[config.mk]
export PLATFORM = sky130hd
export DESIGN_NAME = pipe_stage_buf
export DESIGN_NICKNAME = d
export VERILOG_FILES = /design/src/rtl/pipe_stage_buf.sv
export SDC_FILE = /design/constraint.sdc
export NUM_CORES = 1
export LEC_CHECK = 0
export ABC_CLOCK_PERIOD_IN_PS = 5600
export CORE_MARGIN = 4
export CORE_UTILIZATION = 53
export DETAILED_ROUTE_END_ITERATION = 10
export GPL_TIMING_DRIVEN = 0
export PLACE_DENSITY = 0.85
export SLEW_MARGIN = 20
export SYNTH_ARGS = -nofsm -noshare
export SYNTH_HDL_FRONTEND = slang
export SYNTH_SLANG_ARGS = --single-unit
export TNS_END_PERCENT = 30
[constraint.sdc]
create_clock -name clk -period 5.6 [get_ports clk]
set_clock_uncertainty 0.2 [all_clocks]
set_input_delay 0.56 -clock clk [delete_from_list [all_inputs] [get_ports clk]]
set_output_delay 0.56 -clock clk [all_outputs]
set_load 0.03 [all_outputs]
[src/rtl/pipe_stage_buf.sv]
// pipe_stage_buf: generic valid/ready pipeline register between core stages.
// Carries a control vector and a payload, with an optional 2-entry skid buffer.
//
// Ports:
//   clk, reset      stage clock (rising edge), async active-high reset
//   flush           synchronous kill of every held entry
//   in_valid/in_ready/in_ctrl/in_data      upstream beat
//   out_valid/out_ready/out_ctrl/out_data  downstream beat (ctrl is 0 on bubble)
//   occupancy       number of entries held (0..2 with skid, 0..1 without)
module pipe_stage_buf #(
    parameter int CTRL_W = 8,
    parameter int DATA_W = 32,
    parameter int SKID   = 1
) (
    input  logic              clk,
    input  logic              reset,
    input  logic              flush,
    input  logic              in_valid,
    output logic              in_ready,
    input  logic [CTRL_W-1:0] in_ctrl,
    input  logic [DATA_W-1:0] in_data,
    output logic              out_valid,
    input  logic              out_ready,
    output logic [CTRL_W-1:0] out_ctrl,
    output logic [DATA_W-1:0] out_data,
    output logic [1:0]        occupancy
);

    logic              m_valid;
    logic [CTRL_W-1:0] m_ctrl;
    logic [DATA_W-1:0] m_data;
    logic              s_valid;
    logic              in_fire;
    logic              out_fire;

    assign in_fire   = in_valid & in_ready;
    assign out_fire  = m_valid & out_ready;
    assign out_valid = m_valid;
    assign out_ctrl  = m_ctrl;
    assign out_data  = m_data;
    assign occupancy = {1'b0, m_valid} + {1'b0, s_valid};

    // m_ctrl is cleared every time M goes empty, so out_ctrl comes
    // straight from a flop and is zero on every bubble without a gate.
    generate
        if (SKID != 0) begin : g_skid
            logic [CTRL_W-1:0] s_ctrl;
            logic [DATA_W-1:0] s_data;
            logic              m_take;

            // Registered ready: depends only on the skid flop.
            assign in_ready = !s_valid;
            assign m_take   = !m_valid | out_fire;

            always_ff @(posedge clk or posedge reset) begin
                if (reset) begin
                    m_valid <= 1'b0;
                    m_ctrl  <= '0;
                    m_data  <= '0;
                    s_valid <= 1'b0;
                    s_ctrl  <= '0;
                    s_data  <= '0;
                end else if (flush) begin
                    m_valid <= 1'b0;
                    m_ctrl  <= '0;
                    s_valid <= 1'b0;
                    s_ctrl  <= '0;
                end else if (m_take) begin
                    if (s_valid) begin
                        // Promote the older skid beat; in_ready was low,
                        // so no new beat can arrive this cycle.
                        m_valid <= 1'b1;
                        m_ctrl  <= s_ctrl;
                        m_data  <= s_data;
                        s_valid <= 1'b0;
                        s_ctrl  <= '0;
                    end else if (in_fire) begin
                        m_valid <= 1'b1;
                        m_ctrl  <= in_ctrl;
                        m_data  <= in_data;
                    end else begin
                        m_valid <= 1'b0;
                        m_ctrl  <= '0;
                    end
                end else if (in_fire) begin
                    // M is stalled: park the beat in S.
                    s_valid <= 1'b1;
                    s_ctrl  <= in_ctrl;
                    s_data  <= in_data;
                end
            end
        end else begin : g_flop
            assign s_valid  = 1'b0;
            assign in_ready = !m_valid | out_ready;

            always_ff @(posedge clk or posedge reset) begin
                if (reset) begin
                    m_valid <= 1'b0;
                    m_ctrl  <= '0;
                    m_data  <= '0;
                end else if (flush) begin
                    m_valid <= 1'b0;
                    m_ctrl  <= '0;
                end else if (in_fire) begin
                    m_valid <= 1'b1;
                    m_ctrl  <= in_ctrl;
                    m_data  <= in_data;
                end else if (out_fire) begin
                    m_valid <= 1'b0;
                    m_ctrl  <= '0;
                end
            end
        end
    endgenerate

endmodule

== After elaboration in Yosys (flattened, before gate mapping) ==
Cells that the tools add are included.

* Register bits: 82
* Output and inout bits: 44
* Logic and storage cells: 38

* Add/sub/neg operators: 1
* Equality and inequality tests: 1
* Muxes and demuxes: 17
* Bitwise gates (word level): 5
* Reduce and logical (&&, ||, !) cells: 8

{| class="wikitable"
|+ Operator list
! operator !! count
|-
| 32-bit two-way mux || 2
|-
| 8-bit two-way mux || 8
|-
| 1-bit two-way mux || 7
|-
| 3-bit AND reduction || 2
|-
| 2-bit nonzero test || 2
|-
| 3-bit != test, second input constant || 1
|-
| 3-bit nonzero test || 1
|-
| 1-bit by 1-bit adder with 2-bit output || 1
|-
| 1-bit bitwise AND || 2
|-
| 1-bit zero test || 2
|-
| 1-bit inverter || 2
|-
| 2-bit AND reduction || 1
|-
| 1-bit bitwise OR || 1
|}

== Depth between registers and ports, before layout ==
* Depth in word-level cells: 6
* Depth in mapped cells: 6
* Gate-level depth less buffers: 3

== Least setup slack after synthesis ==
OpenSTA, ideal clock, no wires.

* Path kind: input-to-reg
* From: in flush
* To: reg m_data[20], in the netlist out_data[20]
* Setup time: 125 ps
* Arrival time: 1555 ps
* Slack: 3720 ps
* Cell stages on the path: 5
* Path buffers: 2
* Path through: buf_2 -> o21bai_2 -> nor2_4 -> buf_4 -> mux2_2

* Cells in the longest elaborated chain, start to end: 2

{| class="wikitable"
|+ Ends and longest elaborated chain
! item !! RTL line !! RTL
|-
| from (decl) || 17 || <nowiki>input logic flush,</nowiki>
|-
| 1-bit inverter (no source line) || n/a ||
|-
| 3-bit AND reduction (no source line) || n/a ||
|-
| to (signal assigned) || 74 || <nowiki>m_data <= s_data;</nowiki>
|-
| to (signal assigned) || 80 || <nowiki>m_data <= in_data;</nowiki>
|-
| to (decl) || 31 || <nowiki>logic [DATA_W-1:0] m_data;</nowiki>
|}

No other way between the ends.
A chain may end at the register's enable or synchronous reset.

== Final worst setup path ==
* From: reg s_valid
* To: out in_ready

* Cells in the longest elaborated chain, start to end: 1

{| class="wikitable"
|+ Ends and longest elaborated chain
! item !! RTL line !! RTL
|-
| from (decl) || 32 || <nowiki>logic s_valid;</nowiki>
|-
| from (signal assigned) || 60 || <nowiki>s_valid <= 1'b0;</nowiki>
|-
| from (signal assigned) || 66 || <nowiki>s_valid <= 1'b0;</nowiki>
|-
| from (signal assigned) || 75 || <nowiki>s_valid <= 1'b0;</nowiki>
|-
| 1-bit zero test || 52 || <nowiki>assign in_ready = !s_valid;</nowiki>
|-
| to (decl) || 19 || <nowiki>output logic in_ready,</nowiki>
|}

No other way between the ends.

==> flow_summary.ini <==
[global_route]
grt_pass1_vias = 2535
grt_pass1_wl_um = 12700
grt_antenna_before_repair = 0
grt_max_degree = 45
grt_use_total_pct = 19.3
overflow = 0

[cts]
clk-insertion-delay-late_ps = 350
cts_hold_buf = 0
clock_path_buffers = 2
cts_buffers = 9
clockRootBuffer = clkbuf_8
cts_resized = 0
htreeDepth = 3
numClockSinks = 82
post_cts_buffers = 0
cts_tree = built
clk_pin_slew_worst_paths_ps = 80

[critical_path]
worstPathArrival_ps = 1900
cp_max_fo = 10
crit_required_ps = 4840
end_kind = primary output
startpoint_type = flip-flop
criticalPathCategory = flip-flop to primary output

[synth]
synth.net_count = 294
ys_ff_latch = 82
synth.top_cell.area_share_pct = 55.3
yosys.area.top_type = dfrtp_1
synth-adder-area-share_pct = 0.337
synth_mux_area_share_pct = 32.1
synth-compound-area-share_pct = 5.76
synth_cells = 248
avgSynthCellArea_um2 = 15.0
synth_area_leaders = dfrtp_1, mux2_2, mux2_4
ys.warnings.count = 0
synth-xor-area-share_pct = 0
seq_area_frac_synth_pct = 55.3
synth_cell_type_count = 22
synth_top_family_by_area = multiplexers
netlist_area_um2 = 3710
synth-simple-area-share_pct = 2.46

[floorplanning]
num_rows = 30
start_util_pct = 54.7
coreArea_um2 = 6790
die_y_um = 91.7
die_area_um2 = 8410
die_w_um = 91.7
io_pins = 89

[route]
num_vias = 2339
vias_per_cell = 5.22
ant_nets = 0
wire_per_inst_um = 17.2
drt_iter0_drc = 70
wl_um = 7690
drtPass1Iterations = 4
drc = 0

[timing]
maxSlewHeadroom_pct = 61.4
whs_ps = 297
fin_setup_tns_ps = 0
final_max_slew_viol_count = 0
hold_violations = 0
finalSetupViolations = 0
worstMarginPinSlew_ps = 579
rsz0062_at_grt = no
period_share_pct = 47.5
fmax_ghz = 0.376
timing.final.crit_period_ps = 2660

[power]
p_leak_nw = 2.21
powerDensity_nw_per_um2 = 353
vdd_drop_max_uv = 199
power_mw = 1.76

[placed_design]
hpwlAfterDp_um = 5310
gp_congestion = 0.755
placed_cells_incl_taps = 432
portBuffers = 87

[final_layout]
diodes = 0
drive_gt1_share_pct = 35.8
area_delta_synth_final_pct = 34.3
stdcell_count = 448
fillers = 496
num-nets-final = 393

[run]
max_cap_violations = 0

[worst_hold_path]
min_path_type = flip-flop to flip-flop

[outcome]
status = finished, final reports clean
synthesized netlist by cell type (all sizes together):
library cell,n
a211oi,8
a21o,1
a22oi,8
and2b,1
buf,11
clkbuf,6
dfrtp,82
ha,1
inv,10
mux2,96
nand2b,2
nand3b,1
nor2,10
nor2b,1
o21ai,1
o21bai,1
o32ai,8
critical path: stages (launching register included):
cell and delay (ps):
dfrtp_1 370, buf_6 140, clkbuf_1 350, inv_1 80, clkdlybuf4s50_1 600
sequential cells by signal (all words and copies together), names as in the netlist:
register	count
g_skid.s_ctrl	8
g_skid.s_data	32
out_ctrl	8
out_data	32
out_valid	1
s_valid	1
metal layers:
layer  wire, um  global-route usage, %
met5          0                      0
met1       3390                   25.3
met3        278                   3.28
met2       3860                   31.2
met4        161                   8.91
where the power goes:
part	leakage [nW]	internal (mW)	switching (mW)
clock	0.119	0.309	0.220
sequential	1.01	0.708	0.0609
combinational	1.08	0.256	0.205
total	2.21	1.27	0.487
cell families after synthesis:
| group | after synthesis |
|---|---|
| DFF | 82 |
| buffers and inverters | 27 |
| adders and majority gates | 1 |
| muxes | 96 |
| and+or+nand+nor | 15 |
| AOI/OAI and AO/OA | 27 |
cell usage in the layout (no fill, tap or decap), types with 2 or more instances in the layout:
master | Yosys | routed
mux2_2 | 64 | 64
clkbuf_8 | 0 | 10
buf_6 | 4 | 4
mux2_1 | 2 | 2
inv_1 | 10 | 9
mux2_4 | 30 | 30
a22oi_1 | 8 | 8
nand2b_1 | 2 | 2
a211oi_1 | 8 | 8
buf_2 | 3 | 3
dfrtp_1 | 82 | 82
bufinv_16 | 0 | 3
clkbuf_1 | 6 | 6
nor2_1 | 9 | 9
o32ai_1 | 8 | 8
clkdlybuf4s50_1 | 0 | 87
clkinvlp_4 | 0 | 2
buf_4 | 4 | 4
final timing paths:
check                                      endpoint  cells past startpoint                      from  slack, ps
setup / recovery                           in_ready                      4       s_valid$_DFFE_PP0P_       2940
hold / removal             out_data[27]$_DFFE_PP0P_                      1  out_data[27]$_DFFE_PP0P_        300
setup reg to reg            out_data[7]$_DFFE_PP0P_                      4       s_valid$_DFFE_PP0P_       3630
hold reg to reg            out_data[27]$_DFFE_PP0P_                      1  out_data[27]$_DFFE_PP0P_        300
max in group asynchronous  out_data[28]$_DFFE_PP0P_                      3                     reset       4230
min in group asynchronous  out_data[10]$_DFFE_PP0P_                      2                     reset        380
layout make-up:
type	instances	area, um2	area share, %
plain buffers	17	113	2.26
clock buffers	10	138	2.76
clock inverters	6	114	2.28
inverters	10	40.0	0.803
multi-input cells	139	1510	30.3
flip-flops and latches	82	2050	41.2
well taps	96	120	2.41
repair buffers	88	898	18.0
metrics by stage:
step,util [%],cell area (um2),setup WS [ps]
after floorplan,-,3710,2730
after global placement,69.2,4700,1440
after detailed placement,69.7,4730,3150
after CTS,73.4,4990,2930
after global routing,73.4,4990,2830
final,73.4,4990,2940
(Power assumes the default switching activity.)
